[config.mk]
export PLATFORM = sky130hd
export DESIGN_NAME = local_port_rx_flat
export DESIGN_NICKNAME = d
export VERILOG_FILES = /design/src/rtl/local_port_rx_if.sv /design/src/rtl/local_port_rx.sv /design/src/flat_wrapper.sv
export SDC_FILE = /design/constraint.sdc
export NUM_CORES = 1
export LEC_CHECK = 0
export ABC_AREA = 0
export BUFFER_PORTS_ARGS = -buffer_cell sky130_fd_sc_hd__buf_2
export CAP_MARGIN = 20
export CELL_PAD_IN_SITES_DETAIL_PLACEMENT = 0
export CELL_PAD_IN_SITES_GLOBAL_PLACEMENT = 2
export CORE_MARGIN = 3
export CORE_UTILIZATION = 43
export CTS_CLUSTER_SIZE = 25
export DETAILED_ROUTE_END_ITERATION = 10
export PLACE_DENSITY = 0.9
export REMOVE_ABC_BUFFERS = 1
export SYNTH_ARGS = -nofsm -noshare
export SYNTH_HDL_FRONTEND = slang
export SYNTH_SLANG_ARGS = --single-unit
[constraint.sdc]
create_clock -name clk -period 4.8 [get_ports clk]
set_clock_uncertainty 0.15 [all_clocks]
set_input_delay 0.48 -clock clk [delete_from_list [all_inputs] [get_ports clk]]
set_output_delay 0.48 -clock clk [all_outputs]
set_load 0.01 [all_outputs]
[src/rtl/local_port_rx_if.sv]
// ---------------------------------------------------------------------------
// local_port_rx_if
// Groups the signals between a router output port, the local receive block
// and the word consumer.
//   in_data    [FLIT_W]    flit offered by the router
//   write_req  [1]         router offers in_data this cycle
//   full       [1]         backpressure to the router
//   word_out   [FLIT_W*FPW] assembled word, first flit in the MSBs
//   word_valid [1]         word_out holds a complete word
//   word_ready [1]         consumer accepts word_out
//   drop_err   [1]         sticky: a write was attempted while full
//   fifo_count [log2(DEPTH)+1] receive FIFO occupancy
// modport master: router/consumer side.  modport slave: the receive block.
// ---------------------------------------------------------------------------
interface local_port_rx_if #(
  parameter int FLIT_W = 4,
  parameter int DEPTH  = 4,
  parameter int FPW    = 4
);
  localparam int W  = FLIT_W * FPW;
  localparam int CW = $clog2(DEPTH) + 1;

  logic [FLIT_W-1:0] in_data;
  logic              write_req;
  logic              full;
  logic [W-1:0]      word_out;
  logic              word_valid;
  logic              word_ready;
  logic              drop_err;
  logic [CW-1:0]     fifo_count;

  modport master (
    output in_data, write_req, word_ready,
    input  full, word_out, word_valid, drop_err, fifo_count
  );

  modport slave (
    input  in_data, write_req, word_ready,
    output full, word_out, word_valid, drop_err, fifo_count
  );
endinterface

[src/rtl/local_port_rx.sv]
// ---------------------------------------------------------------------------
// local_port_rx
// Receives flits from a router output port into a small FIFO and assembles
// FPW consecutive flits into one word (first flit in the MSBs), handed to the
// consumer with a valid/ready handshake.
//   clk    : single clock, rising edge
//   reset  : asynchronous, active-low
//   bus    : local_port_rx_if.slave (flit input, word output, status)
// ---------------------------------------------------------------------------
module local_port_rx #(
  parameter int FLIT_W = 4,
  parameter int DEPTH  = 4,
  parameter int FPW    = 4
) (
  input  logic           clk,
  input  logic           reset,
  local_port_rx_if.slave bus
);
  localparam int W  = FLIT_W * FPW;
  localparam int AW = (DEPTH > 1) ? $clog2(DEPTH) : 1;
  localparam int CW = $clog2(DEPTH) + 1;
  localparam int IW = (FPW > 1) ? $clog2(FPW) : 1;

  localparam logic [0:0] COLLECT = 1'b0;
  localparam logic [0:0] HOLD    = 1'b1;

  // FIFO storage and pointers
  logic [FLIT_W-1:0] mem_q [DEPTH];
  logic [AW-1:0]     wr_ptr_q, wr_ptr_d;
  logic [AW-1:0]     rd_ptr_q, rd_ptr_d;
  logic [CW-1:0]     count_q, count_d;

  // Assembler state
  logic [0:0]        state_q, state_d;
  logic [IW-1:0]     idx_q, idx_d;
  logic [W-1:0]      word_q, word_d;
  logic              valid_q, valid_d;
  logic              drop_q, drop_d;

  logic              full_w;
  logic              push;
  logic              pop;
  logic [FLIT_W-1:0] rd_data;

  // full comes only from the registered count, so write_req never reaches it.
  assign full_w  = (count_q == CW'(DEPTH));
  assign push    = bus.write_req & ~full_w;
  // Pops are gated by the registered count, which gives the one-edge
  // write-to-read separation without any bypass path.
  assign pop     = (state_q == COLLECT) && (count_q != '0);
  assign rd_data = mem_q[rd_ptr_q];

  // Storage has no reset: under reset the pointers and count are held at
  // zero, so any slot written there is never counted as occupied.
  always_ff @(posedge clk) begin
    if (push) begin
      mem_q[wr_ptr_q] <= bus.in_data;
    end
  end

  always_comb begin
    wr_ptr_d = wr_ptr_q;
    rd_ptr_d = rd_ptr_q;
    count_d  = count_q;
    if (push) begin
      wr_ptr_d = wr_ptr_q + AW'(1);
    end
    if (pop) begin
      rd_ptr_d = rd_ptr_q + AW'(1);
    end
    if (push && !pop) begin
      count_d = count_q + CW'(1);
    end else if (pop && !push) begin
      count_d = count_q - CW'(1);
    end
  end

  always_comb begin
    state_d = state_q;
    idx_d   = idx_q;
    word_d  = word_q;
    valid_d = valid_q;
    drop_d  = drop_q | (bus.write_req & full_w);

    if (state_q == HOLD) begin
      // word_ready only matters here, so it is ignored while not valid.
      if (bus.word_ready) begin
        state_d = COLLECT;
        idx_d   = '0;
        valid_d = 1'b0;
      end
    end else if (pop) begin
      // Slot 0 lands in the MSBs; an empty FIFO leaves idx and the
      // partial word untouched.
      for (int s = 0; s < FPW; s++) begin
        if (idx_q == IW'(s)) begin
          word_d[(FPW-1-s)*FLIT_W +: FLIT_W] = rd_data;
        end
      end
      if (idx_q == IW'(FPW-1)) begin
        state_d = HOLD;
        idx_d   = '0;
        valid_d = 1'b1;
      end else begin
        idx_d = idx_q + IW'(1);
      end
    end
  end

  always_ff @(posedge clk or negedge reset) begin
    if (!reset) begin
      wr_ptr_q <= '0;
      rd_ptr_q <= '0;
      count_q  <= '0;
      state_q  <= COLLECT;
      idx_q    <= '0;
      word_q   <= '0;
      valid_q  <= 1'b0;
      drop_q   <= 1'b0;
    end else begin
      wr_ptr_q <= wr_ptr_d;
      rd_ptr_q <= rd_ptr_d;
      count_q  <= count_d;
      state_q  <= state_d;
      idx_q    <= idx_d;
      word_q   <= word_d;
      valid_q  <= valid_d;
      drop_q   <= drop_d;
    end
  end

  assign bus.full       = full_w;
  assign bus.word_out   = word_q;
  assign bus.word_valid = valid_q;
  assign bus.drop_err   = drop_q;
  assign bus.fifo_count = count_q;
endmodule

[src/flat_wrapper.sv]
// flat-port wrapper written by rule: the top's interface ports become plain ports
module local_port_rx_flat 
#(
  parameter int FLIT_W = 4,
  parameter int DEPTH  = 4,
  parameter int FPW    = 4
)
  (clk, reset, bus_in_data, bus_write_req, bus_word_ready, bus_full, bus_word_out, bus_word_valid, bus_drop_err, bus_fifo_count);
  local_port_rx_if #(.FLIT_W(FLIT_W), .DEPTH(DEPTH), .FPW(FPW)) bus_i ();
  input  logic clk;
  input  logic reset;
  input wire logic [$bits(bus_i.in_data)-1:0] bus_in_data;
  input wire logic [$bits(bus_i.write_req)-1:0] bus_write_req;
  input wire logic [$bits(bus_i.word_ready)-1:0] bus_word_ready;
  output wire logic [$bits(bus_i.full)-1:0] bus_full;
  output wire logic [$bits(bus_i.word_out)-1:0] bus_word_out;
  output wire logic [$bits(bus_i.word_valid)-1:0] bus_word_valid;
  output wire logic [$bits(bus_i.drop_err)-1:0] bus_drop_err;
  output wire logic [$bits(bus_i.fifo_count)-1:0] bus_fifo_count;
  assign bus_i.in_data = bus_in_data;
  assign bus_i.write_req = bus_write_req;
  assign bus_i.word_ready = bus_word_ready;
  assign bus_full = bus_i.full;
  assign bus_word_out = bus_i.word_out;
  assign bus_word_valid = bus_i.word_valid;
  assign bus_drop_err = bus_i.drop_err;
  assign bus_fifo_count = bus_i.fifo_count;
  local_port_rx #(.FLIT_W(FLIT_W), .DEPTH(DEPTH), .FPW(FPW)) u_core (.clk(clk), .reset(reset), .bus(bus_i));
endmodule
==> flow_summary.ini, run 1 <==
[run_status]
outcome = finished, final reports clean

[yosys]
avgSynthCellArea_um2 = 16.3
syn-cell-area_um2 = 1890
unique_cell_type_count_in_the_yosys_netlist = 23
netlist.area_leader.share_pct = 37.1
ys.flop_type = sky130_fd_sc_hd__dfrtp_1
synthCells = 116
ys_top_cells_by_count = 28 x sky130_fd_sc_hd__dfrtp_1, 18 x sky130_fd_sc_hd__mux2_2, 16 x sky130_fd_sc_hd__edfxtp_1
yosys_warnings = 0
async_reset_ff_share_pct = 63.6
ys_ff_latch = 44
ys_seq_area_share_pct = 62.5
cell_taking_the_most_area_after_synthesis = sky130_fd_sc_hd__dfrtp_1
synthMostInstantiatedCell = sky130_fd_sc_hd__dfrtp_1
netlist_top_cells_area = sky130_fd_sc_hd__dfrtp_1 37%, sky130_fd_sc_hd__edfxtp_1 25%, sky130_fd_sc_hd__mux2_2 11%, sky130_fd_sc_hd__ha_1 6.0%, sky130_fd_sc_hd__mux4_2 4.8%
synth-edff-count = 16

[worst_setup_path]
worst-endpoint-arrival_ns = 2.50
worst_r2r_path_depth = 9
setup_crit_path_kind = reg2reg
worst-endpoint-required_ns = 4.86
crit_path_top_delay_cell = sky130_fd_sc_hd__dfrtp_1
critical_path.reg2reg.endpoint = u_core.bus.fifo_count[2]$_DFFE_PN0P_
slowest_delay_ns = 0.47
cp-end-kind = flip-flop
path_depth = 9
worstPathBufferInverterCount = 2
crit_path_cell_trace = nor3_4 -> nor2_1 -> inv_1 -> ha_1 -> inv_1 -> fa_1 -> xor2_1 -> nor2_1 -> xor2_1
end_point_of_the_critical_path = u_core.bus.fifo_count[2]$_DFFE_PN0P_
critical_path.startpoint_type = flip-flop
worst_r2r_startpoint = u_core.bus.fifo_count[1]$_DFFE_PN0P_
cp_top_family = simple AND/OR/NAND/NOR gates
critical_path.startpoint = u_core.bus.fifo_count[1]$_DFFE_PN0P_
worst-path-max-fanout = 7
reg2reg_setup_slack_ns = 2.36

[power_and_ir_drop]
leakagePower_uw = 0.000952
power_density_nw_per_um2 = 689
vdd_drop_max_uv = 349

[grt]
global_route_wire_length_before_repair_um = 5260
first_global_vias = 1076
initial_antenna_violation_count = 0
grt_max_degree = 29
globalRoute.totalOverflow = 0
grt_use_total_pct = 13.6

[clock_tree]
htree_levels = 2
cts.root.buffer_cell = sky130_fd_sc_hd__clkbuf_8
numCtsBuffers = 5
numClockSinks = 44
post-cts-setup-buffers = 0
worst_setup_hold_path_clk_slew_ns = 0.07
post_cts_resize_count = 0
cts_tree = done
insertion_delay_ns = 0.28
ctsLongestPathBuffers = 2
cts_hold_buffers = 0

[cells_and_area]
area.growth.synth_to_final_pct = 15.0
diodes = 0
finish.net_count = 167
share_of_layout_cells_above_drive_strength_1_pct = 42.0

[drt]
antenna_violating_nets_post_route = 0
number_of_search_and_repair_iterations_in_the_first_detailed_routing_pass = 2
metal1_wirelength_um = 1340
post-route-drc-count = 0
postRouteWirelength_um = 2940
highest-signal-layer = met4
vias = 1004
detailroute.wirelength.met3_um = 183
avgViaCountPerCell = 5.02
wl_met2_um = 1390
post_drt_wl_per_cell_um = 14.7
drtIter0Drc = 29

[die]
core_um2 = 4120
die_h_um = 72.3
floorplan_die_area_um2 = 5230
std_cell_rows = 23
initial_cell_density_of_the_core_pct = 45.9
floorplan.io_pins = 30
die_width_um = 72.3

[sta]
layout_setup_ws_ns = 2.36
maxSlewViolCount = 0
fin_setup_tns_ns = 0
achievable-frequency_mhz = 410
finalHoldViolCount = 0
setup_viol = 0
finalWorstPathRequiredPeriod_ns = 2.44
part_of_the_cycle_the_worst_path_needs_pct = 50.8
grt_setup_unrepaired = false
worst_slew_slack_as_a_fraction_of_its_limit_pct = 58.8
slew_at_the_pin_with_the_worst_max_slew_slack_ns = 0.617

[placement]
dp_hpwl_um = 2260
routabilityCongestion = 0.679
port_buffers = 29
placement.setup.worst_slack_ns = 2.36

[min_path]
hold_path_class = in2async

[job]
timing.max_cap.violations = 0
layer usage:
layer | vias to the layer above | GRT usage [%]
met5 | - | 0
met1 | 501 | 18.0
li1 | 473 | -
met4 | 0 | 5.01
met2 | 28 | 20.7
met3 | 2 | 4.57
stage by stage:
step           instances  util, %  instance area, um^2  total power [uW]  hold WS [ns]
6_report             200     52.8                 2170              1500        0.0507
3_5_place_dp         192     50.7                 2080              1290         0.293
5_1_grt              200     52.8                 2170              1630        0.0900
2_1_floorplan        113        -                 1880              1080        0.0344
4_1_cts              200     52.8                 2170              1520        0.0658
3_3_place_gp         192     50.7                 2080              1270         0.290
power breakdown:
part	total [uW]	switching (uW)	internal (uW)	leakage, uW
Clock	229	112	117	0.0000455
Combinational	606	285	322	0.000432
Sequential	664	116	548	0.000475
Total	1500	512	987	0.000952
area by class of cell:
cell class	instances	area, um^2
inverters	8	30.0
fillers	352	1940
flip-flops and latches	44	1180
clock buffers	8	90.1
multi-input cells	61	666
well taps	50	62.6
repair buffers	29	145
worst reg2reg max path, stage by stage, from the launching register on:
cell and delay, ns:
sky130_fd_sc_hd__dfrtp_1 0.47, sky130_fd_sc_hd__nor3_4 0.42, sky130_fd_sc_hd__nor2_1 0.17, sky130_fd_sc_hd__inv_1 0.10, sky130_fd_sc_hd__ha_1 0.18, sky130_fd_sc_hd__inv_1 0.06
sky130_fd_sc_hd__fa_1 0.37, sky130_fd_sc_hd__xor2_1 0.17, sky130_fd_sc_hd__nor2_1 0.12, sky130_fd_sc_hd__xor2_1 0.15
worst min path at each step:
stage,from,endpoint,slack (ns),depth (start not counted)
2_1_floorplan,reset,u_core.bus.drop_err$_DFF_PN0_,0.03,0
3_3_place_gp,u_core.bus.drop_err$_DFF_PN0_,u_core.bus.drop_err$_DFF_PN0_,0.29,1
3_5_place_dp,u_core.bus.drop_err$_DFF_PN0_,u_core.bus.drop_err$_DFF_PN0_,0.29,1
4_1_cts,reset,u_core.bus.word_out[4]$_DFFE_PN0P_,0.07,1
5_1_grt,reset,u_core.bus.word_out[4]$_DFFE_PN0P_,0.09,1
6_report,reset,u_core.bus.word_out[7]$_DFFE_PN0P_,0.05,1
layout by cell type (no fill, tap or decap), drive strengths merged:
master,netlist,final
buf,2,29
clkbuf,1,8
or4,1,1
a21o,3,3
fa,1,1
nand2,3,3
edfxtp,16,16
nor2,2,2
mux2i,1,1
inv,8,8
nor3b,6,6
nor3,1,1
mux2,18,18
ha,9,9
and2,4,4
dfrtp,28,28
xnor2,2,2
mux4,4,4
xor2,4,4
nor2b,1,1
o21ai,1,1
sequential cells by signal, summed over array words and instances, names as in the netlist:
signal	count
u_core.bus.fifo_count	3
u_core.bus.word_valid	1
u_core.bus.word_out	16
u_core.idx_q	2
u_core.rd_ptr_q	2
u_core.state_q	1
u_core.mem_q	16
u_core.wr_ptr_q	2
u_core.bus.drop_err	1
kinds of logic (layout without fill, tap and decap cells):
logic type	Yosys count	after routing	share of synthesized area (%)
mux	23	23	16.0
simple gates	18	18	7.94
compound gates	4	4	1.46
buf+inv	11	45	2.32
fa+ha+maj	10	10	7.02
xor+xnor	6	6	2.78
flops	44	44	62.5
No activity file was read; power rests on OpenSTA's default activity.
==> inputs of run 2 (changes only) <==
- CORE_UTILIZATION: 43 -> 36
- PLACE_DENSITY: 0.9 -> 0.81
- clock period: 4.8 -> 2.2 ns (I/O delays scaled with it)
==> flow_summary.ini, run 2 (same netlist as run 1, synthesis figures left out) <==
[sta]
maxSlewViolCount = 0
part_of_the_cycle_the_worst_path_needs_pct = 94.4
worst_slew_slack_as_a_fraction_of_its_limit_pct = 56.7
finalWorstPathRequiredPeriod_ns = 2.08
setup_viol = 0
layout_setup_ws_ns = 0.123
slew_at_the_pin_with_the_worst_max_slew_slack_ns = 0.649
achievable-frequency_mhz = 481
finalHoldViolCount = 0

[placement]
routabilityCongestion = 0.762
port_buffers = 29
placed_cells_incl_taps = 213
placement.setup.worst_slack_ns = 0.0368
dp_hpwl_um = 2320

[drt]
vias = 1041
post_drt_wl_per_cell_um = 13.5
antenna_violating_nets_post_route = 0
postRouteWirelength_um = 3090
post-route-drc-count = 0
avgViaCountPerCell = 4.57
number_of_search_and_repair_iterations_in_the_first_detailed_routing_pass = 3
drtIter0Drc = 28

[clock_tree]
htree_levels = 2
numClockSinks = 44
worst_setup_hold_path_clk_slew_ns = 0.08
cts.root.buffer_cell = sky130_fd_sc_hd__clkbuf_8
numCtsBuffers = 5
cts_tree = done
insertion_delay_ns = 0.29
ctsLongestPathBuffers = 2

[power_and_ir_drop]
vdd_drop_max_uv = 561
power.share.switching_pct = 34.5
power_density_nw_per_um2 = 1450
leakagePower_uw = 0.000996
power.switching_uw = 1150
intPower_uw = 2180
sequentialPowerShare_pct = 42.7
clockPowerShare_pct = 14.4
combinationalPowerShare_pct = 42.9

[worst_setup_path]
worst-endpoint-required_ns = 2.27
critical_path.startpoint_type = flip-flop
cp-end-kind = flip-flop
worst-path-max-fanout = 5
worst-endpoint-arrival_ns = 2.15
setup_crit_path_kind = reg2reg

[die]
floorplan_die_area_um2 = 6160
die_h_um = 78.5
die_width_um = 78.5
floorplan.io_pins = 30
core_um2 = 4910
std_cell_rows = 25
initial_cell_density_of_the_core_pct = 38.5

[cells_and_area]
layout_common_cells = 29 x sky130_fd_sc_hd__buf_2, 27 x sky130_fd_sc_hd__dfrtp_1, 18 x sky130_fd_sc_hd__mux2_2
finish.net_count = 178
share_of_layout_cells_above_drive_strength_1_pct = 45.3
layout_commonest_cell = sky130_fd_sc_hd__buf_2
area.growth.synth_to_final_pct = 21.5
diodes = 0
filler_cell_count = 448
finalCoreUtilization_pct = 46.8
post_layout_nonfiller_instances = 228

[grt]
initial_antenna_violation_count = 0
grt_max_degree = 29
grt_use_total_pct = 11.1
first_global_vias = 1151
globalRoute.totalOverflow = 0
global_route_wire_length_before_repair_um = 5410

[job]
timing.max_cap.violations = 0

[run_status]
outcome = finished, final reports clean

[min_path]
hold_path_class = in2reg
==> run 2: cell count changes in the layout (fill, tap and decap cells not counted), sizes merged <==
cell	previous run	this run
buf	29	34
clkbuf	8	6
clkinv	0	1
clkinvlp	0	1
dlygate4sd3	0	6
==> run 2: power by group through the flow <==
stage / Clock, uW / Sequential, uW / Combinational (uW)
4_1_cts: 497 / 1430 / 1430
6_report: 480 / 1420 / 1430
3_3_place_gp: 0 / 1430 / 1370
5_1_grt: 537 / 1470 / 1600
2_1_floorplan: 0 / 1530 / 835
3_5_place_dp: 0 / 1450 / 1420
==> run 2: per-layer routing <==
layer  global-route usage (%)  share of wire [%]
met1                     13.7                 46
met2                     18.4                 48
met3                     4.01                6.0
met4                     2.62               0.62
met5                        0                  0
==> run 2: critical path: stages, from the launching register on <==
cell                      delay (ns)
sky130_fd_sc_hd__dfrtp_2        0.45
sky130_fd_sc_hd__nor3_4         0.22
sky130_fd_sc_hd__nor2_2         0.08
sky130_fd_sc_hd__inv_1          0.07
sky130_fd_sc_hd__ha_2           0.18
sky130_fd_sc_hd__inv_1          0.05
sky130_fd_sc_hd__fa_1           0.38
sky130_fd_sc_hd__xor2_1         0.17
sky130_fd_sc_hd__nor2_1         0.10
sky130_fd_sc_hd__xor2_1         0.15
==> run 2: stage by stage <==
| step | hold slack (ns) | TNS (ns) | instance area [um^2] | power, uW |
|---|---|---|---|---|
| after floorplan | -0.226 | -0.0904 | 1880 | 2370 |
| after global placement | 0.125 | 0 | 2140 | 2800 |
| after detailed placement | 0.130 | 0 | 2140 | 2870 |
| after CTS | 0.0683 | 0 | 2280 | 3360 |
| after global routing | 0.0744 | -0.0166 | 2300 | 3600 |
| final | 0.0719 | 0 | 2300 | 3330 |
==> run 2: final cells by class <==
type                       count  area [um^2]  share of cell area [%]
clock inverter                 2         12.5                   0.545
multi-input combinational     61          673                    29.3
clock buffer                   6         72.6                    3.16
inverter                       8         30.0                    1.31
tap                           67         83.8                    3.65
timing repair buffer          40          243                    10.6
sequential                    44         1180                    51.5
==> run 2: worst paths after layout <==
check                                                        to                                 start  slack [ns]  cells after the start
hold reg to reg                   u_core.bus.drop_err$_DFF_PN0_         u_core.bus.drop_err$_DFF_PN0_        0.32                      1
min in group asynchronous        u_core.rd_ptr_q[0]$_DFFE_PN0N_                                 reset        0.34                      2
setup / recovery           u_core.bus.fifo_count[2]$_DFFE_PN0P_  u_core.bus.fifo_count[1]$_DFFE_PN0P_        0.12                      9
hold / removal                         u_core.state_q$_DFF_PN0_                        bus_word_ready        0.07                      3
setup reg to reg           u_core.bus.fifo_count[2]$_DFFE_PN0P_  u_core.bus.fifo_count[1]$_DFFE_PN0P_        0.12                      9
max in group asynchronous  u_core.bus.fifo_count[1]$_DFFE_PN0P_                                 reset        1.10                      2
==> run 2: timing repair <==
item / 4_1_cts / 5_1_grt
gates resized for setup: 0 / 4
hold buffers: 6 / 0
setup buffers: 0 / 1
hold endpoints to repair: 41 / 0
endpoints found under the setup margin: 0 / 2
==> inputs of run 3 (changes only) <==
==> constraint.sdc (replaced) <==
create_clock -name clk -period 2.2 [get_ports clk]
set_clock_uncertainty 0.15 [all_clocks]
set_input_delay 0.33 -clock clk [delete_from_list [all_inputs] [get_ports clk]]
set_output_delay 0.33 -clock clk [all_outputs]
set_load 0.01 [all_outputs]
==> flow_summary.ini, run 3 (same netlist as run 1, synthesis figures left out) <==
[run_status]
outcome = finished, final reports clean

[power_and_ir_drop]
combinationalPowerShare_pct = 40.9
power_density_nw_per_um2 = 1510
power.share.switching_pct = 33.2
power.switching_uw = 1150
clockPowerShare_pct = 17.5
intPower_uw = 2310
vdd_drop_max_uv = 607
sequentialPowerShare_pct = 41.6
leakagePower_uw = 0.00100

[worst_setup_path]
crit_path_cell_trace = nor3b_2 -> nor2b_1 -> ha_2 -> inv_1 -> fa_1 -> xor2_1 -> nor2_1 -> xor2_1
crit_path_top_delay_cell = sky130_fd_sc_hd__dfrtp_2
cp_top_family = adder cells
worst-endpoint-required_ns = 2.25
setup_crit_path_kind = reg2reg
worst-endpoint-arrival_ns = 2.11
critical_path.most_common_cell = sky130_fd_sc_hd__xor2_1
worst-path-max-fanout = 4
critical_path.startpoint_type = flip-flop
cp-end-kind = flip-flop
worstPathBufferInverterCount = 1
slowest_delay_ns = 0.44

[grt]
first_global_vias = 1097
global_route_wire_length_before_repair_um = 5350
grt_max_degree = 29
globalRoute.totalOverflow = 0
initial_antenna_violation_count = 0
grt_use_total_pct = 10.9

[die]
std_cell_rows = 25
die_width_um = 78.5
floorplan.io_pins = 30
core_um2 = 4910
floorplan_die_area_um2 = 6160
die_h_um = 78.5
initial_cell_density_of_the_core_pct = 38.5

[sta]
slew_at_the_pin_with_the_worst_max_slew_slack_ns = 0.630
finalWorstPathRequiredPeriod_ns = 2.06
achievable-frequency_mhz = 485
maxSlewViolCount = 0
setup_viol = 0
finalHoldViolCount = 0
fin_setup_tns_ns = 0
fin_hold_ws_ns = 0.105
worst_slew_slack_as_a_fraction_of_its_limit_pct = 58.0
part_of_the_cycle_the_worst_path_needs_pct = 93.7

[drt]
avgViaCountPerCell = 4.48
vias = 1008
antenna_violating_nets_post_route = 0
drtIter0Drc = 32
post-route-drc-count = 0
number_of_search_and_repair_iterations_in_the_first_detailed_routing_pass = 2
postRouteWirelength_um = 3040
post_drt_wl_per_cell_um = 13.5

[placement]
routabilityCongestion = 0.759
port_buffers = 29
dp_hpwl_um = 2370

[job]
timing.max_cap.violations = 0

[clock_tree]
numClockSinks = 44
worst_setup_hold_path_clk_slew_ns = 0.08
insertion_delay_ns = 0.28
htree_levels = 2
cts.root.buffer_cell = sky130_fd_sc_hd__clkbuf_8
numCtsBuffers = 5
cts_tree = done
ctsLongestPathBuffers = 2

[cells_and_area]
diodes = 0
filler_cell_count = 445
area.growth.synth_to_final_pct = 21.0
layout_commonest_cell = sky130_fd_sc_hd__buf_2
share_of_layout_cells_above_drive_strength_1_pct = 48.1
finish.net_count = 175
layout_common_cells = 29 x sky130_fd_sc_hd__buf_2, 26 x sky130_fd_sc_hd__dfrtp_1, 18 x sky130_fd_sc_hd__mux2_2

[min_path]
hold_path_class = in2reg
-- run 3: what timing repair did --
action / 4_1_cts / 5_1_grt
hold buffers: 1 / 0
hold endpoints to repair: 28 / 0
setup endpoints to repair: 0 / 2
setup buffers: 0 / 3
gates resized for setup: 0 / 4
-- run 3: power by group through the flow --
stage                     clock network (uW)  logic (uW)  registers (uW)
after floorplan                            0         835            1530
after global placement                     0        1370            1430
after detailed placement                   0        1390            1460
after CTS                                622        1410            1440
after global routing                     664        1580            1490
final                                    606        1410            1440
-- run 3: metal layers --
| layer | track usage (%) | up-vias | wire length (um) |
|---|---|---|---|
| li1 | - | 485 | - |
| met2 | 18.1 | 27 | 1470 |
| met3 | 4.13 | 0 | 183 |
| met1 | 13.8 | 496 | 1380 |
| met5 | 0 | - | 0 |
| met4 | 2.10 | 0 | 0 |
-- run 3: final timing paths --
path / start / endpoint / slack (ns) / cells after the start
worst max-delay path: u_core.bus.fifo_count[2]$_DFFE_PN0P_ / u_core.bus.fifo_count[2]$_DFFE_PN0P_ / 0.14 / 8
worst min-delay path: bus_in_data[3] / u_core.mem_q[0][3]$_DFFE_PP_ / 0.11 / 1
worst max register to register: u_core.bus.fifo_count[2]$_DFFE_PN0P_ / u_core.bus.fifo_count[2]$_DFFE_PN0P_ / 0.14 / 8
worst min register to register: u_core.bus.drop_err$_DFF_PN0_ / u_core.bus.drop_err$_DFF_PN0_ / 0.32 / 1
max in group asynchronous: reset / u_core.bus.fifo_count[2]$_DFFE_PN0P_ / 1.00 / 2
min in group asynchronous: reset / u_core.bus.word_out[3]$_DFFE_PN0P_ / 0.44 / 2
-- run 3: cell type report --
class	instances	area [um^2]	share of cell area, %
clock buffers	6	76.3	3.34
clock inverters	2	35.0	1.53
inverters	8	30.0	1.31
multi-input cells	61	671	29.3
flip-flops and latches	44	1180	51.8
well taps	67	83.8	3.67
repair buffers	37	208	9.08
-- run 3: stage by stage --
stage	instances	instance area [um^2]	worst slack [ns]	util, %	power (uW)
3_3_place_gp	213	2140	0.138	43.5	2800
6_report	225	2290	0.139	46.6	3450
2_1_floorplan	113	1880	-0.0713	-	2370
4_1_cts	222	2260	0.0401	46.0	3470
5_1_grt	225	2290	-0.00427	46.6	3730
3_5_place_dp	213	2140	0.0551	43.5	2860
